<file path="config.mk">
export PLATFORM = sky130hd
export DESIGN_NAME = gate_sequencer
export DESIGN_NICKNAME = d
export VERILOG_FILES = /design/src/rtl/gate_seq_pkg.sv /design/src/rtl/gate_seq_timer.sv /design/src/rtl/gate_sequencer.sv
export SDC_FILE = /design/constraint.sdc
export NUM_CORES = 1
export LEC_CHECK = 0
export CAP_MARGIN = 20
export CORE_ASPECT_RATIO = 1.75
export CORE_MARGIN = 4
export CORE_UTILIZATION = 40
export DETAILED_ROUTE_END_ITERATION = 10
export SYNTH_ARGS = -nofsm -noshare
export SYNTH_HDL_FRONTEND = slang
export SYNTH_SLANG_ARGS = --single-unit
</file>
<file path="constraint.sdc">
create_clock -name clk -period 4.9 [get_ports clk]
set_input_delay 0.49 -clock clk [delete_from_list [all_inputs] [get_ports clk]]
set_output_delay 0.49 -clock clk [all_outputs]
set_load 0.005 [all_outputs]
</file>
<file path="src/rtl/gate_seq_pkg.sv">
// Shared state encoding and default widths for the gate sequencer.
package gate_seq_pkg;

  localparam int unsigned DEFAULT_CNT_W      = 32;
  localparam int unsigned DEFAULT_PRESCALE_W = 16;
  localparam int unsigned DEFAULT_REP_W      = 16;

  typedef enum logic [2:0] {
    IDLE    = 3'd0,
    ARMED   = 3'd1,
    DELAY   = 3'd2,
    GATE    = 3'd3,
    HOLDOFF = 3'd4
  } state_e;

endpackage

</file>
<file path="src/rtl/gate_seq_timer.sv">
// Prescaled saturating down-counter; zero_o is a registered "timer == 0" flag.
module gate_seq_timer #(
  parameter int unsigned CNT_W      = 32,
  parameter int unsigned PRESCALE_W = 16
) (
  input  logic                  clk,
  input  logic                  rst,
  input  logic                  load_i,
  input  logic [CNT_W-1:0]      load_value_i,
  input  logic [PRESCALE_W-1:0] prescale_i,
  output logic                  zero_o
);

  logic [CNT_W-1:0]      timer_q, timer_d;
  logic [PRESCALE_W-1:0] presc_q, presc_d;
  logic                  zero_q;

  // Load wins over ticking; a tick only decrements a nonzero timer.
  always_comb begin
    timer_d = timer_q;
    presc_d = presc_q + PRESCALE_W'(1);
    if (load_i) begin
      timer_d = load_value_i;
      presc_d = '0;
    end else if (presc_q == prescale_i) begin
      presc_d = '0;
      if (timer_q != '0) timer_d = timer_q - CNT_W'(1);
    end
  end

  always_ff @(posedge clk) begin
    if (rst) begin
      timer_q <= '0;
      presc_q <= '0;
      zero_q  <= 1'b1;
    end else begin
      timer_q <= timer_d;
      presc_q <= presc_d;
      zero_q  <= (timer_d == '0);
    end
  end

  assign zero_o = zero_q;

endmodule

</file>
<file path="src/rtl/gate_sequencer.sv">
// Measurement-cycle sequencer: arm, trigger, then DELAY/GATE/HOLDOFF rounds.
module gate_sequencer
  import gate_seq_pkg::*;
#(
  parameter int unsigned CNT_W      = DEFAULT_CNT_W,
  parameter int unsigned PRESCALE_W = DEFAULT_PRESCALE_W,
  parameter int unsigned REP_W      = DEFAULT_REP_W
) (
  input  logic                  clk,
  input  logic                  rst,
  input  logic                  arm_i,
  input  logic                  trigger_i,
  input  logic                  abort_i,
  input  logic [PRESCALE_W-1:0] prescale_i,
  input  logic [CNT_W-1:0]      delay_i,
  input  logic [CNT_W-1:0]      gate_i,
  input  logic [CNT_W-1:0]      holdoff_i,
  input  logic [REP_W-1:0]      repeats_i,
  output logic                  gate_o,
  output logic                  busy_o,
  output logic                  armed_o,
  output logic                  done_o,
  output logic [REP_W-1:0]      rep_count_o,
  output logic [2:0]            state_o
);

  state_e                state_q, state_d;
  logic [PRESCALE_W-1:0] prescale_q;
  logic [CNT_W-1:0]      delay_q, gate_len_q, holdoff_q;
  logic [REP_W-1:0]      repeats_q, rep_q;
  logic                  gate_q, busy_q, armed_q, done_q, done_d;
  logic                  accept, rep_inc, tmr_load, tmr_zero, last_round;
  logic [CNT_W-1:0]      tmr_value;
  logic [REP_W:0]        rep_next, rep_lim;

  // A repeat count of zero behaves as a single round.
  assign rep_next   = {1'b0, rep_q} + (REP_W+1)'(1);
  assign rep_lim    = (repeats_q == '0) ? (REP_W+1)'(1) : {1'b0, repeats_q};
  assign last_round = (rep_next >= rep_lim);

  gate_seq_timer #(
    .CNT_W      (CNT_W),
    .PRESCALE_W (PRESCALE_W)
  ) u_timer (
    .clk          (clk),
    .rst          (rst),
    .load_i       (tmr_load),
    .load_value_i (tmr_value),
    .prescale_i   (prescale_q),
    .zero_o       (tmr_zero)
  );

  // Abort dominates trigger and phase exits in every non-idle state.
  always_comb begin
    state_d   = state_q;
    accept    = 1'b0;
    rep_inc   = 1'b0;
    done_d    = 1'b0;
    tmr_load  = 1'b0;
    tmr_value = '0;
    case (state_q)
      IDLE: if (arm_i) state_d = ARMED;
      ARMED: begin
        if (abort_i) state_d = IDLE;
        else if (trigger_i) begin
          accept    = 1'b1;
          tmr_load  = 1'b1;
          tmr_value = delay_i;
          state_d   = DELAY;
        end
      end
      DELAY: begin
        if (abort_i) state_d = IDLE;
        else if (tmr_zero) begin
          tmr_load  = 1'b1;
          tmr_value = gate_len_q;
          state_d   = GATE;
        end
      end
      GATE: begin
        if (abort_i) state_d = IDLE;
        else if (tmr_zero) begin
          tmr_load  = 1'b1;
          tmr_value = holdoff_q;
          state_d   = HOLDOFF;
        end
      end
      HOLDOFF: begin
        if (abort_i) state_d = IDLE;
        else if (tmr_zero) begin
          rep_inc = 1'b1;
          if (last_round) begin
            done_d  = 1'b1;
            state_d = IDLE;
          end else begin
            tmr_load  = 1'b1;
            tmr_value = delay_q;
            state_d   = DELAY;
          end
        end
      end
      default: state_d = IDLE;
    endcase
  end

  always_ff @(posedge clk) begin
    if (rst) begin
      state_q    <= IDLE;
      gate_q     <= 1'b0;
      busy_q     <= 1'b0;
      armed_q    <= 1'b0;
      done_q     <= 1'b0;
      rep_q      <= '0;
      prescale_q <= '0;
      delay_q    <= '0;
      gate_len_q <= '0;
      holdoff_q  <= '0;
      repeats_q  <= '0;
    end else begin
      state_q <= state_d;
      gate_q  <= (state_d == GATE);
      busy_q  <= (state_d == DELAY) || (state_d == GATE) || (state_d == HOLDOFF);
      armed_q <= (state_d == ARMED);
      done_q  <= done_d;
      if (accept) begin
        rep_q      <= '0;
        prescale_q <= prescale_i;
        delay_q    <= delay_i;
        gate_len_q <= gate_i;
        holdoff_q  <= holdoff_i;
        repeats_q  <= repeats_i;
      end else if (rep_inc) begin
        rep_q <= rep_next[REP_W-1:0];
      end
    end
  end

  assign gate_o      = gate_q;
  assign busy_o      = busy_q;
  assign armed_o     = armed_q;
  assign done_o      = done_q;
  assign rep_count_o = rep_q;
  assign state_o     = 3'(state_q);

endmodule

</file>
==> run summary <==
Via count: 8905
Status: finished, final reports clean
Top-area cell type share of the netlist area: 41.7%
Final min period: 4.64 ns
Avg Inst Size Synth: 7.92 um^2
Worst hold start: gate_len_q[6]
Distinct cell type count after synthesis: 70
Worst-Margin Slew: 1.16 ns
Crit-path max FO: 14
Post-synthesis cell area: 0.00961 mm^2
Net Sw Power: 1.95 mW
First-pass GRT wire length: 48600 um
Hold WC Path Type: reg2reg
Io pins: 156
Slowest-stage cell, CP: dfxtp_1
Setup tns final: 0 ns
Clk buf depth: 2
Logic pwr share: 38.1%
Dpl cell area: 0.0114 mm^2
Largest net degree at the start of global routing: 94
CTS sink cnt: 200
Compound-Gate Fraction of Synth Area: 15.0%
Area grow syn2layout: 24.6%
Fillers: 2346
CP cell instances: and3_1, and3_1, and3_1, and3_4, nand3_1, or2_2, nor2_1, xor2_1, ha_1, nand3_1, nor2_1, a311oi_2, and4_2, a21oi_1, buf_4, a221o_1, nor4_2, nand4_1, o41ai_2
Number of global-route vias before repair: 8740
Non-Filler Instances: 1644
Ant. Diodes: 0
# setup viols final: 0
Root Buffer: clkbuf_16
Placed cells: 1612
Slew Viols, Final: 0
Peak VDD IR: 249 uV
Post-synth EDFFs: 0
Worst reg-to-reg setup slack: 0.26 ns
Achievable Freq: 0.215 GHz
Detail Route Antenna Nets: 0
Worst EP required: 5.26 ns
FF+latch count, synth: 200
Synthesized Nets: 1366
Hold Fails Final Rpt: 0
IO buf count: 155
Drt pass-1 iters: 6
Worst Skew: 0.00993 ns
Drt via density: 5.42
Placement Rows: 74
Post-Synth Simple-Gate Area: 25.5%
Pwr Density: 437 mW/mm^2
Arr. time, crit path: 5.00 ns
DRT iter0 DRCs: 645
Worst Reg-to-Reg Cells: 19
Total wire length: 32300 um
Ys flop type: dfxtp_1
Clock Latency Late Sink: 0.45 ns
HPWL after DPL: 24300 um
Top cell type by total area after synthesis: dfxtp_1
Final Cell Area: 0.0120 mm^2
Fin crit share: 94.7%
Die Ht: 213 um
Worst setup path startpoint: rep_count_o[1]
Synth Area in XOR/XNOR: 7.65%
Post-layout net count: 1481
Htree depth: 4
GRT Residual Overflow: 0
Power share of the sequential group: 36.5%
LEAKAGE: 4.22 nW
Antenna violations before repair: 0
Clock power frac: 25.4%
Post-synthesis mux area share: 3.62%
Starting Density: 40.9%
Crit path capture type: flip-flop
Post-synthesis cell count: 1213
Most used cell, CP: and3_1
Startpoint Class: flip-flop
Largest stage delay, worst path: 0.39 ns
Largest family of logic cells by synthesized area: simple AND/OR/NAND/NOR gates
Seq/Total Area, Yosys: 41.7%
Crit Reg-Reg Endpoint: u_timer.zero_o
DR WL/cell: 19.6 um
Sw frac: 37.2%
Total power: 5.24 mW
Post-synth ARST share: 0%
P_int: 3.29 mW
Core area: 0.0235 mm^2
Die footprint: 0.0267 mm^2
RSZ-0062 raised after global routing: no
Adder-cell share of the synthesized area: 2.60%
Total CTS buffers: 17
Warnings from Yosys: 0
Routability congestion estimate: 0.924
Die width: 125 um
Hold path depth: 2
CTS tree: yes
WHS Endpoint: gate_len_q[6]
Max-cap violations: 0
Clock-pin slew on the worst setup and hold paths: 0.07 ns
Worst reg2reg startpoint: rep_count_o[1]
GRT Total Usage: 23.8%
Fraction of layout cells with a size suffix above 1: 6.04%
CP Class: reg2reg
Post-route DRC: 0
Synth top area cells: dfxtp_1 42%, nand2_1 12%, a21oi_1 7.5%
Max-slew headroom: 22.9%
[cells in the mapped netlist, drive strengths merged (4+ instances only)]
cell,instances
nand3,23
and2,17
inv,23
a21oi,144
a221oi,9
xnor2,47
mux2,6
dfxtp,200
buf,12
a221o,5
nand2,299
a32oi,5
a211oi,5
a31oi,4
or3,9
mux2i,28
nor4,17
xor2,37
nor3,35
and4,4
nor2b,4
clkbuf,64
ha,20
or4,7
nand4,15
o41ai,7
nor2,71
or2,7
and3,12
o31ai,5
o21ai,36
[cell usage in the layout (no fill, tap or decap), types with 14 or more instances in the layout]
cell / instances
nand3_1: 22
nor4_1: 14
buf_4: 17
nand2_1: 298
dfxtp_1: 198
ha_1: 20
xnor2_1: 47
clkbuf_16: 17
mux2i_1: 28
and2_1: 15
nor3_1: 34
nor2_1: 71
nand4_1: 15
inv_1: 23
xor2_1: 37
a21oi_1: 144
clkdlybuf4s50_1: 154
o21ai_0: 35
[how the worst max path moves through the flow]
stage	endpoint	cells past startpoint
after floorplan	u_timer.zero_o	20
after global placement	u_timer.zero_o	19
after detailed placement	u_timer.zero_o	19
after CTS	u_timer.zero_o	19
after global routing	u_timer.zero_o	19
final	u_timer.zero_o	19
[timing repair]
item | CTS | global route
resized for setup | 0 | 9
setup buffers | 0 | 1
hold buffers | 0 | 0
endpoints found under the setup margin | 0 | 1
[per-stage QoR]
step	worst slack, ns	utilization, %	hold WS, ns
CTS	0.0785	50.7	0.454
detailed placement	0.123	48.4	0.444
global placement	0.147	48.4	0.441
global route	0.0220	50.9	0.472
finish	0.259	50.9	0.454
floorplan	0.356	-	0.432
[cell families after synthesis]
kind of cell	after synthesis
muxes	34
xor gates and xnor gates	84
DFF	200
and+or+nand+nor	535
AOI/OAI and AO/OA	241
buffers and inverters	99
adders and majority gates	20
[power groups by stage]
stage               Sequential, mW  Combinational [mW]  Clock [mW]
floorplan                     1.89                1.37           0
global placement              1.94                1.93           0
detailed placement            1.94                1.94           0
CTS                           1.91                1.95        1.36
global route                  1.92                2.16        1.42
finish                        1.91                2.00        1.33
[critical path, delay by kind of cell (launching register included)]
kind | cells | cell delay (ns)
DFF | 1 | 0.39
AOI/OAI and AO/OA | 4 | 1.01
buffers and inverters | 1 | 0.24
and+or+nand+nor | 12 | 2.48
xor gates and xnor gates | 1 | 0.17
adders and majority gates | 1 | 0.26
[flip-flops by register name (all words and copies together) (netlist names)]
name	flops
done_o	1
rep_count_o	16
u_timer.zero_o	1
prescale_q	16
repeats_q	16
holdoff_q	32
gate_len_q	32
armed_o	1
delay_q	32
state_o	3
u_timer.presc_q	16
gate_o	1
u_timer.timer_q	32
busy_o	1
[metal layers]
| metal | global-route usage [%] | routed length (um) | part of all wire, % | vias to the layer above |
|---|---|---|---|---|
| met5 | 0 | 0 | 0 | - |
| met3 | 3.98 | 1290 | 4.0 | 75 |
| met1 | 23.7 | 11700 | 36 | 4139 |
| met2 | 46.4 | 17600 | 54 | 301 |
| met4 | 13.2 | 1720 | 5.3 | 0 |
| li1 | - | - | - | 4390 |
[cell type report]
class | count | area, um^2 | area share, %
multi-input cells | 914 | 5280 | 44.0
flip-flops and latches | 200 | 4010 | 33.4
repair buffers | 172 | 1690 | 14.1
clock buffers | 23 | 478 | 3.99
well taps | 304 | 380 | 3.17
inverters | 23 | 86.3 | 0.721
clock inverters | 8 | 65.1 | 0.543
No activity file was read; power rests on OpenSTA's default activity.
